**config.mk**
```make
export PLATFORM = sky130hd
export DESIGN_NAME = seq_alu
export DESIGN_NICKNAME = d
export VERILOG_FILES = /design/src/rtl/seq_alu.sv
export SDC_FILE = /design/constraint.sdc
export NUM_CORES = 1
export LEC_CHECK = 0
export ABC_AREA = 1
export ABC_CLOCK_PERIOD_IN_PS = 3100
export BUFFER_PORTS_ARGS = -buffer_cell sky130_fd_sc_hd__buf_2
export CAP_MARGIN = 30
export CELL_PAD_IN_SITES_DETAIL_PLACEMENT = 1
export CELL_PAD_IN_SITES_GLOBAL_PLACEMENT = 1
export CORE_UTILIZATION = 44
export CTS_BUF_LIST = sky130_fd_sc_hd__clkbuf_4 sky130_fd_sc_hd__clkbuf_8
export DETAILED_ROUTE_END_ITERATION = 10
export PLACE_DENSITY_LB_ADDON = 0.1
export SLEW_MARGIN = 20
export SYNTH_ARGS = -nofsm -noshare
export SYNTH_HDL_FRONTEND = slang
export SYNTH_SLANG_ARGS = --single-unit
export TNS_END_PERCENT = 20
```
**constraint.sdc**
```tcl
create_clock -name clk -period 3.1 [get_ports clk]
set_input_delay 0.62 -clock clk [delete_from_list [all_inputs] [get_ports clk]]
set_output_delay 0.62 -clock clk [all_outputs]
set_load 0.05 [all_outputs]
```
**src/rtl/seq_alu.sv**
```systemverilog
// seq_alu: clocked WIDTH-bit ALU with a start/busy/done handshake.
// Single-cycle ops complete one cycle after accept. MUL (shift-add) and
// DIV (restoring) take one bit per cycle for WIDTH cycles.
//
// state  | meaning
// -------+-----------------------------------------------------------
// IDLE   | waiting for start
// MUL    | shift-add multiply in progress, one multiplier bit per cycle
// DIV    | restoring divide in progress, one quotient bit per cycle
// DONE   | results just updated, done=1, a new start may be accepted
module seq_alu #(
  parameter int WIDTH = 8
) (
  input  logic             clk,
  input  logic             rst,
  input  logic             start,
  input  logic [2:0]       opcode,
  input  logic             cin,
  input  logic [WIDTH-1:0] a,
  input  logic [WIDTH-1:0] b,
  output logic             busy,
  output logic             done,
  output logic [WIDTH-1:0] c,
  output logic [WIDTH-1:0] c_hi,
  output logic             cout,
  output logic             a_larger,
  output logic             equal,
  output logic             zero,
  output logic             err
);

  localparam int SW = $clog2(WIDTH);
  localparam int CW = $clog2(WIDTH + 1);

  localparam logic [1:0] S_IDLE = 2'd0;
  localparam logic [1:0] S_MUL  = 2'd1;
  localparam logic [1:0] S_DIV  = 2'd2;
  localparam logic [1:0] S_DONE = 2'd3;

  localparam logic [2:0] OP_ADD = 3'd0;
  localparam logic [2:0] OP_SUB = 3'd1;
  localparam logic [2:0] OP_AND = 3'd2;
  localparam logic [2:0] OP_OR  = 3'd3;
  localparam logic [2:0] OP_XOR = 3'd4;
  localparam logic [2:0] OP_SHL = 3'd5;
  localparam logic [2:0] OP_MUL = 3'd6;
  localparam logic [2:0] OP_DIV = 3'd7;

  logic [1:0]       state_q, state_d;
  logic [CW-1:0]    cnt_q, cnt_d;
  logic [WIDTH-1:0] a_q, a_d, b_q, b_d;
  // hi/lo hold the running product (hi:lo) or remainder/dividend-quotient
  logic [WIDTH-1:0] hi_q, hi_d, lo_q, lo_d;

  logic [WIDTH-1:0] c_q, c_d, c_hi_q, c_hi_d;
  logic             cout_q, cout_d, a_larger_q, a_larger_d;
  logic             equal_q, equal_d, zero_q, zero_d, err_q, err_d;

  logic             accept;
  logic [WIDTH:0]   add_w, sub_w, shl_w;
  logic [WIDTH-1:0] sc_c, sc_hi;
  logic             sc_cout, sc_err;

  logic [WIDTH:0]   mul_sum;
  logic [2*WIDTH:0] mul_cat;
  logic [WIDTH-1:0] mul_hi, mul_lo;
  logic [WIDTH:0]   div_tmp, div_sub;
  logic             div_ge;
  logic [WIDTH-1:0] div_rem, div_lo;

  assign busy     = (state_q == S_MUL) || (state_q == S_DIV);
  assign done     = (state_q == S_DONE);
  assign accept   = start && !busy;
  assign c        = c_q;
  assign c_hi     = c_hi_q;
  assign cout     = cout_q;
  assign a_larger = a_larger_q;
  assign equal    = equal_q;
  assign zero     = zero_q;
  assign err      = err_q;

  // Single-cycle results straight from the operands being accepted
  always_comb begin
    add_w   = {1'b0, a} + {1'b0, b} + {{WIDTH{1'b0}}, cin};
    sub_w   = {1'b0, a} - {1'b0, b} - {{WIDTH{1'b0}}, cin};
    shl_w   = {1'b0, a} << b[SW-1:0];
    sc_c    = '0;
    sc_hi   = '0;
    sc_cout = 1'b0;
    sc_err  = 1'b0;
    case (opcode)
      OP_ADD: begin sc_c = add_w[WIDTH-1:0]; sc_cout = add_w[WIDTH]; end
      // bit WIDTH of the extended difference is set exactly when a < b+cin
      OP_SUB: begin sc_c = sub_w[WIDTH-1:0]; sc_cout = sub_w[WIDTH]; end
      OP_AND: sc_c = a & b;
      OP_OR:  sc_c = a | b;
      OP_XOR: sc_c = a ^ b;
      OP_SHL: begin sc_c = shl_w[WIDTH-1:0]; sc_cout = shl_w[WIDTH]; end
      // only reached as a single-cycle op when b == 0
      OP_DIV: begin sc_c = '1; sc_hi = a; sc_err = 1'b1; end
      default: ;
    endcase
  end

  // One shift-add multiply step and one restoring divide step
  always_comb begin
    mul_sum = {1'b0, hi_q} + (lo_q[0] ? {1'b0, a_q} : {(WIDTH+1){1'b0}});
    mul_cat = {mul_sum, lo_q};
    mul_hi  = mul_cat[2*WIDTH:WIDTH+1];
    mul_lo  = mul_cat[WIDTH:1];
    div_tmp = {hi_q, lo_q[WIDTH-1]};
    div_ge  = (div_tmp >= {1'b0, b_q});
    div_sub = div_tmp - {1'b0, b_q};
    div_rem = div_ge ? div_sub[WIDTH-1:0] : div_tmp[WIDTH-1:0];
    div_lo  = {lo_q[WIDTH-2:0], div_ge};
  end

  // Next-state and result-register update logic
  always_comb begin
    state_d    = state_q;
    cnt_d      = cnt_q;
    a_d        = a_q;
    b_d        = b_q;
    hi_d       = hi_q;
    lo_d       = lo_q;
    c_d        = c_q;
    c_hi_d     = c_hi_q;
    cout_d     = cout_q;
    a_larger_d = a_larger_q;
    equal_d    = equal_q;
    zero_d     = zero_q;
    err_d      = err_q;
    case (state_q)
      S_MUL, S_DIV: begin
        cnt_d = cnt_q - CW'(1);
        if (state_q == S_MUL) begin
          hi_d = mul_hi;
          lo_d = mul_lo;
        end else begin
          hi_d = div_rem;
          lo_d = div_lo;
        end
        if (cnt_q == CW'(1)) begin
          state_d    = S_DONE;
          a_larger_d = (a_q > b_q);
          equal_d    = (a_q == b_q);
          err_d      = 1'b0;
          if (state_q == S_MUL) begin
            c_d    = mul_lo;
            c_hi_d = mul_hi;
            cout_d = (mul_hi != '0);
            zero_d = ({mul_hi, mul_lo} == '0);
          end else begin
            c_d    = div_lo;
            c_hi_d = div_rem;
            cout_d = 1'b0;
            zero_d = (div_lo == '0);
          end
        end
      end
      default: begin
        state_d = S_IDLE;
        if (accept) begin
          a_d   = a;
          b_d   = b;
          cnt_d = CW'(WIDTH);
          hi_d  = '0;
          if (opcode == OP_MUL) begin
            state_d = S_MUL;
            lo_d    = b;
          end else if (opcode == OP_DIV && b != '0) begin
            state_d = S_DIV;
            lo_d    = a;
          end else begin
            state_d    = S_DONE;
            c_d        = sc_c;
            c_hi_d     = sc_hi;
            cout_d     = sc_cout;
            err_d      = sc_err;
            zero_d     = (sc_c == '0);
            a_larger_d = (a > b);
            equal_d    = (a == b);
          end
        end
      end
    endcase
  end

  // State and result registers with synchronous reset
  always_ff @(posedge clk) begin
    if (rst) begin
      state_q    <= S_IDLE;
      cnt_q      <= '0;
      a_q        <= '0;
      b_q        <= '0;
      hi_q       <= '0;
      lo_q       <= '0;
      c_q        <= '0;
      c_hi_q     <= '0;
      cout_q     <= 1'b0;
      a_larger_q <= 1'b0;
      equal_q    <= 1'b0;
      zero_q     <= 1'b0;
      err_q      <= 1'b0;
    end else begin
      state_q    <= state_d;
      cnt_q      <= cnt_d;
      a_q        <= a_d;
      b_q        <= b_d;
      hi_q       <= hi_d;
      lo_q       <= lo_d;
      c_q        <= c_d;
      c_hi_q     <= c_hi_d;
      cout_q     <= cout_d;
      a_larger_q <= a_larger_d;
      equal_q    <= equal_d;
      zero_q     <= zero_d;
      err_q      <= err_d;
    end
  end

endmodule

```
Yosys cells after proc, flatten, opt, wreduce, memory -nomap -nowiden

Index checks and enable logic that the tools add are counted.

Register bits: 59

Add/subtract/negate cells: 7
Order comparisons: 3
Eq/ne operators: 16
Shift operators: 1
Multiplexer cells: 58
Bitwise gates (word level): 4
Reduce and logical (&&, ||, !) cells: 16

Operator list:

| operator           | number |
|---|---|
| $mux 8             | 21 |
| $pmux 8 s7         | 1 |
| $mux 1             | 29 |
| $add 8x8->9        | 2 |
| $eq 8x8->1         | 2 |
| $gt 8x8->1         | 2 |
| $logic_not 16->1   | 1 |
| $logic_not 8->1    | 2 |
| $reduce_bool 8->1  | 2 |
| $eq 3x3->1 const B | 4 |
| $add 9x1->9        | 1 |
| $ge 9x8->1         | 1 |
| $shl 8x3->9        | 1 |
| $sub 8x8->9        | 1 |
| $sub 9x1->9        | 1 |
| $and 8x8->8        | 1 |
| $mux 2             | 4 |
| $mux 4             | 2 |
| $or 8x8->8         | 1 |
| $sub 8x8->8        | 1 |
| $xor 8x8->8        | 1 |
| $eq 3x2->1 const B | 2 |
| $eq 2x2->1 const B | 2 |
| $eq 4x1->1 const B | 1 |
| other kinds (16)   | 19 |

Logic depth before layout (Yosys ltp)

Word-level depth: 8
Mapped depth: 18
Gate-level depth less buffers: 17

Worst setup path before layout

Ideal clock, no wire load.

Path type: input to register
Start point: input b[0]
End point: register zero_q (netlist: zero)
Data arrival time: 2,527 ps
Required time: 2,990 ps
Setup slack: 463 ps
Stages on the path: 16
Path buffers: 2
Path through: buf_4 clkinv_1 buf_4 fa_1 fa_1 inv_1 nor3_1 nor2_1 nand3_1 nor2_1 nand2_1 nor2_1 nand4_1 nand2_1 nand2_1 nor2_1

Word-level cells in the longest chain between the ends: 8
Elaborated cells on any way between the ends: 18

Ends and longest elaborated chain:

| element                                           | RTL line | RTL |
|---|---|---|
| from (decl)                                       | 20       | `input logic [WIDTH-1:0] b,` |
| $sub 8x8->9 / $add 8x8->9 (equally long branches) | 85, 84   |  |
| $sub 9x1->9 / $add 9x1->9 (equally long branches) | 85, 84   |  |
| $pmux 8 s7                                        | 91       | `case (opcode)` |
| $logic_not 8->1                                   | 180      | `zero_d = (sc_c == '0);` |
| $mux 1                                            | 171      | `end else if (opcode == OP_DIV && b != '0) begin` |
| $mux 1                                            | 168      | `if (opcode == OP_MUL) begin` |
| $mux 1                                            | 163      | `if (accept) begin` |
| $mux 1                                            | 133      | `case (state_q)` |
| to (signal assigned)                              | 217      | `zero_q <= zero_d;` |
| to (decl)                                         | 57       | `logic equal_q, equal_d, zero_q, zero_d, err_q, err_d;` |

Several ways; a longest one is shown, not always the timed one. The select of a mux whose other input is x is not followed.
A chain may end at the register's enable or synchronous reset.

Worst setup path in the final report

Start point: register b_q[5]
End point: register lo_q[0]

Word-level cells in the longest chain between the ends: 3

Ends and longest elaborated chain:

| element                | RTL line | RTL |
|---|---|---|
| from (decl)            | 51       | `logic [WIDTH-1:0] a_q, a_d, b_q, b_d;` |
| from (signal assigned) | 195      | `b_q <= '0;` |
| from (signal assigned) | 209      | `b_q <= b_d;` |
| $ge 9x8->1             | 112      | `div_ge = (div_tmp >= {1'b0, b_q});` |
| $mux 8                 | 136      | `if (state_q == S_MUL) begin` |
| $mux 8                 | 133      |  |
| to (signal assigned)   | 211      | `lo_q <= lo_d;` |
| to (decl)              | 53       | `logic [WIDTH-1:0] hi_q, hi_d, lo_q, lo_d;` |

Every way passes these cells.

==> impl_metrics.tcl <==
set metrics [dict create \
    ctsHoldBuffers 0 \
    die_w_um 116 \
    grt_pass1_vias 6728 \
    io_buffer_count 45 \
    cts_tree "done" \
    irDropWorstVdd_uv 525 \
    rsz0062_at_grt "no" \
    clk_pin_slew_ps 70 \
    fillers 1801 \
    syn_to_final_growth_pct 11.3 \
    diodes 0 \
    post_route_cells_drive_above_1_share_pct 10.8 \
    setup_viol 0 \
    firstDrtPassIters 5 \
    power.density_nw_per_um2 972 \
    share_comb_of_total_power_pct 67.4 \
    hp-class "reg2reg" \
    cts_root_buffer "clkbuf_8" \
    clockPowerShare_pct 13.0 \
    cts_sinks 59 \
    syn_area_um2 5710 \
    pre_cts_slack_ps 122 \
    vias 6430 \
    register_area_um2 1180 \
    finClkSkew_ps 13.2 \
    tightest_slew_ps 561 \
    clk_latency_ps 370 \
    critPathKind "reg2reg" \
    die_h_um 116 \
    relSlewSlack_pct 62.2 \
    grt_usage_pct 35.9 \
    slew_viol_final 0 \
    p_sw_mw 3.47 \
    yosysWarningCount 0 \
    synth_fp_nets 1016 \
    synth_ff_type "dfxtp_1" \
    cp_max_fo 11 \
    wl_per_cell_um 19.8 \
    ctsResizeCount 0 \
    p_leak_nw 3.35 \
    tns_ps 0 \
    antenna_found_initial 0 \
    coreArea_um2 12600 \
    via_per_inst 5.63 \
    ant_nets 0 \
    utilization_pct 50.3 \
    synth_cell_types 40 \
    cts_setup_buffers 0 \
    place_area_um2 6140 \
    ys_seq_elements 59 \
    first_iter_violations 335 \
    fmax_mhz 369 \
    initial_core_util_pct 45.2 \
    period_needed_ps 2710 \
    nNetsFinal 1062 \
    dp.cells 1127 \
    synth_area_leaders "dfxtp_1 (21%), ha_1 (15%), nand2_1 (14%)" \
    yosysMostFrequentCell "nand2_1" \
    synth_cells 920 \
    period_share_pct 87.3 \
    power_mw 6.18 \
    cts_buffers 9 \
    synth_edf_count 0 \
    status "completed" \
    intPower_mw 2.70 \
    h-tree-depth 3 \
    final-instance-count-excl-fill 1142 \
    place.gp.congestion 1.02 \
    rows 41 \
    routed_wl_um 22600 \
    maxCapViolCount 0 \
    yosys.area.top_type "dfxtp_1" \
    worstPathRequired_ps 3340 \
    drc_errors 0 \
    grt_pass1_wl_um 35900 \
    clockBufferDepth 2 \
    avgSynthCellArea_um2 6.21 \
    fin_ws_ps 393 \
    crit_path_start_kind "register" \
    synth_top_area_share_pct 20.7 \
    hpwl_um 17900 \
    async_reset_ff_share_pct 0 \
    dieArea_um2 13400 \
    io_pins 46 \
    power_frac_seq_pct 19.7 \
    end_kind "register" \
    crit_arrival_ps 2940 \
    ys_seq_area_share_pct 20.7 \
    ys_top_cells_by_count "nand2_1 (220), inv_1 (136), a21oi_1 (90), nor2_1 (89), nand3_1 (81)" \
    fin_area_um2 6350 \
    swShare_pct 56.2 \
    hold_slack_ps 468 \
    hold_viol 0 \
    grt.overflow.total 0 \
    grt_max_degree 39 \
    multi_input_area_um2 3830 \
]
-- kinds of logic (layout without fill, tap and decap cells) --
family | after synthesis | in the layout | synth area share (%)
xor gates and xnor gates | 7 | 7 | 1.07
AOI/OAI and AO/OA | 182 | 182 | 17.5
and+or+nand+nor | 425 | 425 | 31.6
DFF | 59 | 59 | 20.7
buffers and inverters | 174 | 224 | 12.3
adders and majority gates | 73 | 73 | 16.8
-- per-layer routing --
metal	part of all wire, %	up-vias	global-route usage [%]	routed length [um]
met5	0	-	0	0
met2	50	164	63.2	11400
li1	-	3086	-	-
met1	41	3112	40.4	9370
met3	3.5	68	6.90	793
met4	4.7	0	20.6	1060
-- area by class of cell --
cell class	instances	area share [%]
Sequential cell	59	18.6
Timing Repair Buffer	63	5.67
Clock inverter	5	1.22
Multi-Input combinational cell	687	60.3
Clock buffer	10	2.17
Tap cell	172	3.39
Inverter	146	8.71
-- final timing paths --
check | startpoint | end | slack (ps) | cells past startpoint
worst max-delay path | b_q[5] | lo_q[0] | 390 | 10
worst min-delay path | err | err | 470 | 2
worst max register to register | b_q[5] | lo_q[0] | 390 | 10
worst min register to register | err | err | 470 | 2
-- sequential cells by signal, summed over array words and instances, names as in the netlist --
| signal | count |
|---|---|
| state_q | 2 |
| a_larger | 1 |
| a_q | 8 |
| hi_q | 8 |
| err | 1 |
| cout | 1 |
| c_hi | 8 |
| equal | 1 |
| lo_q | 8 |
| c | 8 |
| zero | 1 |
| cnt_q | 4 |
| b_q | 8 |
-- worst max-delay path: stages, from the launching register on --
cell and delay [ps]:
dfxtp_1 310, inv_1 110, ha_1 380, nand2_1 110
nor2_1 70, nand2_1 110, nand3_1 170, inv_1 230
nand2_1 370, o21ai_0 590, a21oi_1 130
-- cells in the final DEF, fill, tap and decap left out, types with 2 or more instances in the layout --
cell type    n
a211oi_1     3
a21oi_1     90
a31o_2       6
a31oi_1      3
buf_2       45
buf_4       18
bufinv_16    2
clkbuf_8    10
clkinv_2     2
dfxtp_1     59
fa_1         6
ha_1        67
inv_1      136
inv_2        7
inv_4        2
nand2_1    220
nand2_2      3
nand3_1     81
nand3b_1     5
nand4_1     13
nor2_1      89
nor2_2       4
nor3_1       6
o211ai_1     4
o21a_1       4
o21ai_0     56
o21bai_1     2
o22ai_1      8
xor2_1       6
-- power groups by stage --
stage | clock network [mW] | registers [mW] | logic, mW
final | 0.802 | 1.21 | 4.16
after global routing | 0.843 | 1.24 | 4.56
after CTS | 0.810 | 1.21 | 4.09
after detailed placement | 0 | 1.23 | 4.02
after global placement | 0 | 1.21 | 3.90
after floorplan | 0 | 1.45 | 2.64
No activity file was read; power rests on OpenSTA's default activity.
